<file path="config.mk">
export PLATFORM = sky130hd
export DESIGN_NAME = poly_square_gen
export DESIGN_NICKNAME = d
export VERILOG_FILES = /design/src/rtl/poly_square_pkg.sv /design/src/rtl/poly_square_chan.sv /design/src/rtl/poly_square_gen.sv
export SDC_FILE = /design/constraint.sdc
export NUM_CORES = 1
export LEC_CHECK = 0
export BUFFER_PORTS_ARGS = -buffer_cell sky130_fd_sc_hd__buf_2
export CORE_ASPECT_RATIO = 1.4
export CORE_MARGIN = 2
export CORE_UTILIZATION = 50
export CTS_CLUSTER_SIZE = 20
export DETAILED_ROUTE_END_ITERATION = 6
export MAX_ROUTING_LAYER = met4
export PLACE_DENSITY = 0.75
export SETUP_SLACK_MARGIN = 0.02
export SLEW_MARGIN = 20
export SYNTH_ARGS = -nofsm -noshare
export SYNTH_HDL_FRONTEND = slang
export SYNTH_SLANG_ARGS = --single-unit
</file>
<file path="constraint.sdc">
create_clock -name clk -period 41.5 [get_ports clk]
set_input_delay 4.15 -clock clk [delete_from_list [all_inputs] [get_ports clk]]
set_output_delay 4.15 -clock clk [all_outputs]
set_load 0.05 [all_outputs]
</file>
<file path="src/rtl/poly_square_pkg.sv">
// Shared definitions for the multi-channel square/pulse generator.
// Holds the channel-count ceiling, the default counter width, the
// channel-settings record and the period value that silences a channel.
package poly_square_pkg;

  // Largest channel count the generator is meant to be built with.
  localparam int NCH_MAX = 16;

  // Default period/high counter width; 24 bits covers more than one second at 12 MHz.
  localparam int CNT_W_DEF = 24;

  // A programmed period of zero keeps the channel silent.
  localparam int SILENT_PERIOD = 0;

  // One channel's settings at the default counter width.
  typedef struct packed {
    logic [CNT_W_DEF-1:0] period;
    logic [CNT_W_DEF-1:0] high;
  } chan_cfg_t;

  // True when a period value means "channel produces no output".
  function automatic logic is_silent(input logic [CNT_W_DEF-1:0] period);
    return period == CNT_W_DEF'(SILENT_PERIOD);
  endfunction

endpackage

</file>
<file path="src/rtl/poly_square_chan.sv">
// One channel of the square/pulse generator.
// Keeps an active period/high pair that drives the counter and a shadow
// pair that the writer fills; the shadow only moves into the active pair
// at a period boundary (or immediately while the channel is idle), so a
// note change never produces a truncated or glitchy pulse.
// Outputs wave/wrap describe the phase the counter holds after each edge.
module poly_square_chan
  import poly_square_pkg::*;
#(
  parameter int CNT_W = CNT_W_DEF
) (
  input  logic             clk,
  input  logic             rst,
  input  logic             en_i,
  input  logic             sync_i,
  input  logic             wr_i,
  input  logic [CNT_W-1:0] wr_period_i,
  input  logic [CNT_W-1:0] wr_high_i,
  output logic             wave_o,
  output logic             wrap_o,
  output logic             pend_o
);

  typedef struct packed {
    logic [CNT_W-1:0] period;
    logic [CNT_W-1:0] high;
  } cfg_t;

  localparam logic [CNT_W-1:0] SILENT = CNT_W'(SILENT_PERIOD);
  localparam logic [CNT_W-1:0] ONE    = CNT_W'(1);

  logic [CNT_W-1:0] cnt_q, cnt_d;
  cfg_t             active_q, active_d;
  cfg_t             shadow_q, shadow_d;
  logic             pend_q, pend_d;
  logic             running_q, running_d;
  logic             wave_q, wave_d;
  logic             wrap_q, wrap_d;

  logic             advance;
  logic             lastCycle;
  logic             restart;

  // Next-state: counter stepping, boundary apply of the shadow, shadow load and output decode.
  // "advance" is true only once the channel already showed phase cnt_q last cycle,
  // so a freshly enabled or freshly programmed channel starts its first period at phase 0.
  always_comb begin
    cnt_d     = cnt_q;
    active_d  = active_q;
    shadow_d  = shadow_q;
    pend_d    = pend_q;

    advance   = en_i && running_q && (active_q.period != SILENT);
    lastCycle = advance && (cnt_q == active_q.period - ONE);
    restart   = !advance || sync_i || lastCycle;

    if (restart) begin
      cnt_d = '0;
    end else begin
      cnt_d = cnt_q + ONE;
    end

    // The old shadow is applied first so a write landing on the same edge
    // stays pending for the following boundary.
    if (pend_q && restart) begin
      active_d = shadow_q;
      pend_d   = 1'b0;
    end

    if (wr_i) begin
      shadow_d.period = wr_period_i;
      shadow_d.high   = wr_high_i;
      pend_d          = 1'b1;
    end

    running_d = en_i && (active_d.period != SILENT);
    wave_d    = running_d && (cnt_d < active_d.high);
    wrap_d    = running_d && !(sync_i && advance) && (cnt_d == active_d.period - ONE);
  end

  // Channel state registers, cleared asynchronously so all settings are lost on reset.
  always_ff @(posedge clk or posedge rst) begin
    if (rst) begin
      cnt_q     <= '0;
      active_q  <= '0;
      shadow_q  <= '0;
      pend_q    <= 1'b0;
      running_q <= 1'b0;
      wave_q    <= 1'b0;
      wrap_q    <= 1'b0;
    end else begin
      cnt_q     <= cnt_d;
      active_q  <= active_d;
      shadow_q  <= shadow_d;
      pend_q    <= pend_d;
      running_q <= running_d;
      wave_q    <= wave_d;
      wrap_q    <= wrap_d;
    end
  end

  assign wave_o = wave_q;
  assign wrap_o = wrap_q;
  assign pend_o = pend_q;

endmodule

</file>
<file path="src/rtl/poly_square_gen.sv">
// Multi-channel programmable square/pulse generator (top level).
// Decodes setting writes to one channel, fans the sync pulse out to all
// channels and, when POLY_SQUARE_MIX_EN is defined, adds a registered
// count of channels whose wave is currently high (port mix).
// Without POLY_SQUARE_MIX_EN there is no mix port and no counting logic.
module poly_square_gen
  import poly_square_pkg::*;
#(
  parameter int NCH   = 4,
  parameter int CNT_W = CNT_W_DEF,
  parameter int CH_W  = 2
) (
  input  logic                     clk,
  input  logic                     rst,
  input  logic [NCH-1:0]           en,
  input  logic                     sync,
  input  logic                     wr_en,
  input  logic [CH_W-1:0]          wr_ch,
  input  logic [CNT_W-1:0]         wr_period,
  input  logic [CNT_W-1:0]         wr_high,
  output logic [NCH-1:0]           wave,
  output logic [NCH-1:0]           wrap,
  output logic [NCH-1:0]           pending
`ifdef POLY_SQUARE_MIX_EN
  ,
  output logic [$clog2(NCH+1)-1:0] mix
`endif
);

  logic [NCH-1:0] wrSel;

  // Write decode: only an index that names an existing channel selects it,
  // so out-of-range indices fall through as ignored writes.
  always_comb begin
    wrSel = '0;
    for (int i = 0; i < NCH; i++) begin
      wrSel[i] = wr_en && (wr_ch == CH_W'(i));
    end
  end

  for (genvar i = 0; i < NCH; i++) begin : g_chan
    poly_square_chan #(
      .CNT_W(CNT_W)
    ) u_chan (
      .clk        (clk),
      .rst        (rst),
      .en_i       (en[i]),
      .sync_i     (sync),
      .wr_i       (wrSel[i]),
      .wr_period_i(wr_period),
      .wr_high_i  (wr_high),
      .wave_o     (wave[i]),
      .wrap_o     (wrap[i]),
      .pend_o     (pending[i])
    );
  end

`ifdef POLY_SQUARE_MIX_EN
  localparam int MIX_W = $clog2(NCH + 1);

  logic [MIX_W-1:0] mix_q, mix_d;

  // Count the channels currently high; the result appears one cycle after wave.
  always_comb begin
    mix_d = '0;
    for (int i = 0; i < NCH; i++) begin
      mix_d = mix_d + MIX_W'(wave[i]);
    end
  end

  // Mix count register, cleared with the rest of the generator.
  always_ff @(posedge clk or posedge rst) begin
    if (rst) begin
      mix_q <= '0;
    end else begin
      mix_q <= mix_d;
    end
  end

  assign mix = mix_q;
`endif

endmodule

</file>
=== After elaboration in Yosys (flattened, before gate mapping) ===
Cells that the tools add are included.

* Reductions and logical operators: 69
* $lt $le $gt $ge: 4
* Div/mod/pow operators: 0
* Muxes and demuxes: 16
* Multipliers: 0
* Eq/ne operators: 11
* Add/subtract/negate cells: 12
* Shifts and indexed selects: 0
* Bitwise operators: 0

{| class="wikitable"
|+ Operator list
! kind !! count
|-
| == test 24 bit || 8
|-
| two-way mux 48 bit || 4
|-
| nonzero test 24 bit || 8
|-
| subtractor 24 x 1 -> 24 bit, second input constant || 8
|-
| adder 24 x 1 -> 24 bit, second input constant || 4
|-
| less-than comparator 24 bit || 4
|-
| two-way mux 24 bit || 4
|-
| logical AND 1 bit || 40
|-
| logical NOT 1 bit || 8
|-
| logical OR 1 bit || 8
|-
| two-way mux 1 bit || 8
|-
| nonzero test 2 bit || 4
|-
| == test 2 bit, second input constant || 2
|-
| == test 2 x 1 -> 1 bit, second input constant || 1
|-
| logical NOT 2 bit || 1
|}

* Output and inout port bits: 12
* Memories: 0
* Input bits: 58
* Bits in registers: 496
* Bits in read-only memories: 0
* Bits in latches: 0
* Memory bits (writable): 0
* Word-level logic and storage cells: 148

=== Depth between registers and ports, before layout ===
* Word-level depth: 11
* Mapped depth: 29
* Mapped depth without buffers: 22

=== Modules after synthesis ===
From an unflattened synthesis, not the netlist that was laid out.

* Cells, all modules: 3230
* Area total of the unflattened synthesis: 31944.4 um2

{| class="wikitable"
|+ By module, submodules not included
! module !! cells an instance !! instances !! area each (um2)
|-
| poly_square_chan (g_chan[2].u_chan) || 825 || 1 || 8095.3
|-
| poly_square_chan (g_chan[0].u_chan) || 789 || 1 || 8054.0
|-
| poly_square_chan (g_chan[3].u_chan) || 823 || 1 || 7926.4
|-
| poly_square_chan (g_chan[1].u_chan) || 789 || 1 || 7831.3
|-
| poly_square_gen || 4 || 1 || 37.5
|}

=== Least setup slack after synthesis ===
No wires, ideal clock.

* Path type: input port to flip-flop
* From: input en[1]
* To: register g_chan[1].u_chan.wave_q
* Library setup time: 0.125 ns
* Cell stages on the path: 22
* Data arrival time: 8.708 ns
* Buffers on the path: 5
* Path slack: 32.666 ns
* Cell sequence: nand2_1 -> a41o_1 -> or2_2 -> and2_1 -> a41oi_1 -> clkbuf_1 -> clkbuf_1 -> buf_1 -> buf_1 -> buf_1 -> mux2i_1 -> ha_1 -> a21o_1 -> a21oi_1 -> nor2b_1 -> o21ai_0 -> nand2b_1 -> a21oi_1 -> nor2b_1 -> o21ai_0 -> nand2b_1 -> a2111oi_0

* Cells in the longest elaborated chain, start to end: 10
* Elaborated cells on any way between the ends: 13
* Those cells by class: order compare: 1; mux: 2; reduce/logical: 10

{| class="wikitable"
|+ RTL lines
! item !! line !! source
|-
| start: declaration || poly_square_gen.sv:15 || <nowiki>input logic [NCH-1:0] en,</nowiki>
|-
| branches (longest 9 deep; another with less-than comparator 24 bit) || - ||
|-
| logical AND 1 bit * || poly_square_chan.sv:77 || <nowiki>wave_d = running_d && (cnt_d < active_d.high);</nowiki>
|-
| net g_chan[1].u_chan.wave_d || poly_square_chan.sv:37 || <nowiki>logic wave_q, wave_d;</nowiki>
|-
| end signal: assignment || poly_square_chan.sv:97 || <nowiki>wave_q <= wave_d;</nowiki>
|-
| end: declaration || poly_square_chan.sv:37 ||
|}

Mark *: on every way through the listed nets, which the timed path passes.
A chain may end at the register's enable or synchronous reset.

=== Worst setup path after layout ===
Same ends and word-level chain as after synthesis.

==> metrics.md <==
| Metric | Value |
|---|---|
| Status | `finished, violations left` |
| Failing checks | `DRC` |
| Hold Crit Start | `g_chan[3].u_chan.active_q[0]` |
| # IOs | `70` |
| GRT overflow | `0` |
| H-tree lvl count | `2` |
| Die Y | `296 um` |
| Vias per inst | `6.12` |
| DR pass1 iterations | `7` |
| Routed Antenna Nets | `0` |
| Initial Util | `0.507` |
| All-Layer GR Usage | `0.301` |
| Routed WL | `91.4 mm` |
| Slew Limit Headroom | `0.160` |
| Hold Violations, Final | `0` |
| Yosys warns | `0` |
| Cell count after synthesis | `3,210` |
| Worst-Skew Late Latency | `0.58 ns` |
| Fin nets | `3,355` |
| Pre-CTS setup slack | `32.77 ns` |
| Avg Cell Area, Syn | `9.47 um2` |
| Total CTS buffers | `45` |
| Slack of the critical path | `33.26 ns` |
| Synth Cell Area | `30,400 um2` |
| Final period utilization | `0.199` |
| Path type of the worst setup path | `in -> reg` |
| Number of global-route vias before repair | `24.2k` |
| Total power divided by cell area | `48.9 nW/um2` |
| Layout overhead on the synthesized area | `8.49%` |
| Required @ worst endpoint | `41.93 ns` |
| Cell Count, Final, Fillers Out | `4,038` |
| DR vias | `24.7k` |
| Worst Setup End Kind | `flop` |
| Synth async-reset ratio | `1.00` |
| Ys flop type | `dfrtp_1` |
| Max FO, Critical Path | `71` |
| RR Startpoint | `g_chan[0].u_chan.active_q[28]` |
| Fill cell count | `5,404` |
| TritonCTS Sinks | `496` |
| DR DRC count | `7` |
| Lkg Pwr | `15.0 nW` |
| Unrepaired setup endpoints after global routing | `false` |
| Cell Rows | `106` |
| IO Port Bufs | `69` |
| Crit path from | `en[1]` |
| Fmax | `0.121 GHz` |
| Crit start category | `input port` |
| Multi-input combinational cell area | `16,700 um2` |
| Hold Path Class | `reg -> reg` |
| Initial antenna violation count | `7` |
| Grt met1 use | `0.362` |
| Routed WL per cell | `22.6 um` |
| Fin crit period | `8.24 ns` |
| Final HPWL DP | `66.5 mm` |
| Largest net degree at the start of global routing | `169` |
| Setup TNS | `0 ns` |
| GR peak layer | `met2` |
| Register area | `12,400 um2` |
| Seq cells post-synth | `496` |
| First-pass GRT wire length | `141 mm` |
| Max Cap Viol | `0` |
| Setup Fix Bufs, Post-CTS | `0` |
| Initial drt markers | `2,220` |
| Number of synthesized flops with an enable pin | `0` |
| CTS Root Cell | `clkbuf_16` |
| TritonCTS clock tree | `yes` |
| Fin Hold WS | `0.474 ns` |
| Placer Congestion | `1.03` |
| Max Root-Sink Buffers | `3` |
| Core area | `59,900 um2` |
| Synth unique cells | `85` |
| Placed Cells incl. Taps | `3,948` |
| Share of layout cells above drive strength 1 | `0.136` |
| Peak VDD IR | `0.0334 mV` |
| # hold bufs at CTS | `0` |
| Global Route met2 Usage | `0.484` |
| Total power | `1.61 mW` |
| Crit path DAT | `8.67 ns` |
| Die footprint | `62,800 um2` |
| Slew @ Worst Pin | `1.23 ns` |
| Met3 GRT Util | `0.0363` |
| Post-cts sizing count | `0` |
| Mapped Nets | `3,380` |
| Clock Pin Slew Worst Setup and Hold Paths | `0.07 ns` |
| Die Span X | `212 um` |
| Final Max Tran Viols | `0` |
| Fin Clk Skew | `0.0163 ns` |
| Register area share after synthesis | `0.408` |
| Final setup vio count | `0` |
[final timing paths]
path / cells after the start / end / slack, ns
min: 2 / g_chan[3].u_chan.active_q[0] / 0.47
max in group asynchronous: 4 / g_chan[1].u_chan.active_q[25] / 35.35
min in group asynchronous: 2 / g_chan[2].u_chan.active_q[22] / 3.80
max: 19 / g_chan[1].u_chan.wave_o / 33.26
max reg2reg: 17 / g_chan[0].u_chan.wrap_o / 34.40
min reg2reg: 2 / g_chan[3].u_chan.active_q[0] / 0.47
[critical path, cell delays in order]
cell and delay [ns]:
buf_2 0.11, nand2_1 0.06, a41o_1 0.23, or2_2 0.32, and2_1 0.20, a41oi_4 0.68
buf_4 0.82, mux2i_1 0.33, ha_1 0.29, a21o_1 0.18, a21oi_1 0.13, nor2b_1 0.05
o21ai_0 0.16, nand2b_1 0.08, a21oi_1 0.14, nor2b_1 0.05, o21ai_0 0.18, nand2b_1 0.08
a2111oi_0 0.40
[flip-flops by register name, indices dropped and copies added (netlist names)]
register / count
g_chan.u_chan.active_q: 192
g_chan.u_chan.shadow_q: 192
g_chan.u_chan.cnt_q: 96
g_chan.u_chan.pend_o: 4
g_chan.u_chan.running_q: 4
g_chan.u_chan.wave_o: 4
g_chan.u_chan.wrap_o: 4
[report_power, final]
part	internal, mW	switching (mW)
clock network	0.251	0.193
logic	0.204	0.272
registers	0.580	0.114
[layout make-up]
type / count / share of cell area
Multi-Input combinational cell: 2358 / 0.505
Antenna cell: 9 / 0.000683
Sequential cell: 496 / 0.376
Clock inverter: 26 / 0.00964
Clock buffer: 55 / 0.0374
Timing Repair Buffer: 107 / 0.0195
Tap cell: 810 / 0.0307
Inverter: 177 / 0.0204
[stage by stage]
stage | instance area [um2] | utilization
3_3_place_gp | 31400 | 0.524
4_1_cts | 32900 | 0.550
2_1_floorplan | 30400 | -
6_report | 33000 | 0.550
5_1_grt | 33000 | 0.550
3_5_place_dp | 31400 | 0.524
[placed cells by master (no fill, tap or decap), types with 81 or more instances in the layout]
master	Yosys	layout
nor3_1	81	81
xnor2_1	148	148
mux2i_1	142	142
nand3_1	93	92
o21ai_0	127	126
xor2_1	126	126
ha_1	112	112
nand2_1	310	310
nor2_1	259	257
mux2_2	206	206
a21oi_1	119	117
inv_1	176	175
dfrtp_1	496	496
[cells by family (layout without fill, tap and decap cells)]
| logic type | count (synthesis) | count (layout) | share of synthesized area |
|---|---|---|---|
| AND/OR/NAND/NOR | 1115 | 1115 | 0.183 |
| AO/OA/AOI/OAI | 503 | 503 | 0.110 |
| flip-flops | 496 | 496 | 0.408 |
| buffers and inverters | 356 | 365 | 0.0463 |
| multiplexers | 349 | 349 | 0.124 |
| XOR/XNOR | 278 | 278 | 0.0821 |
| adder cells (fa/ha/maj) | 113 | 113 | 0.0464 |
| other | 0 | 9 | 0 |
[cells in the mapped netlist (all sizes together), types with 53 or more instances]
| cell | number | area (um2) |
|---|---|---|
| nor2 | 259 | 972 |
| buf | 63 | 308 |
| nand2 | 310 | 1160 |
| nand3 | 93 | 465 |
| nand4 | 62 | 388 |
| dfrtp | 496 | 12400 |
| ha | 112 | 1400 |
| a21oi | 119 | 596 |
| o21ai | 131 | 667 |
| nor3 | 82 | 422 |
| inv | 177 | 664 |
| mux2i | 142 | 1420 |
| mux2 | 207 | 2330 |
| xor2 | 126 | 1100 |
| xnor2 | 148 | 1300 |
| clkbuf | 116 | 435 |
| nor4 | 53 | 332 |
[routing by layer]
layer | vias up | part of all wire
li1 | 11400 | -
met2 | 976 | 0.48
met5 | - | 0
met3 | 285 | 0.060
met4 | 0 | 0.072
met1 | 12100 | 0.39
(Power assumes the default switching activity.)
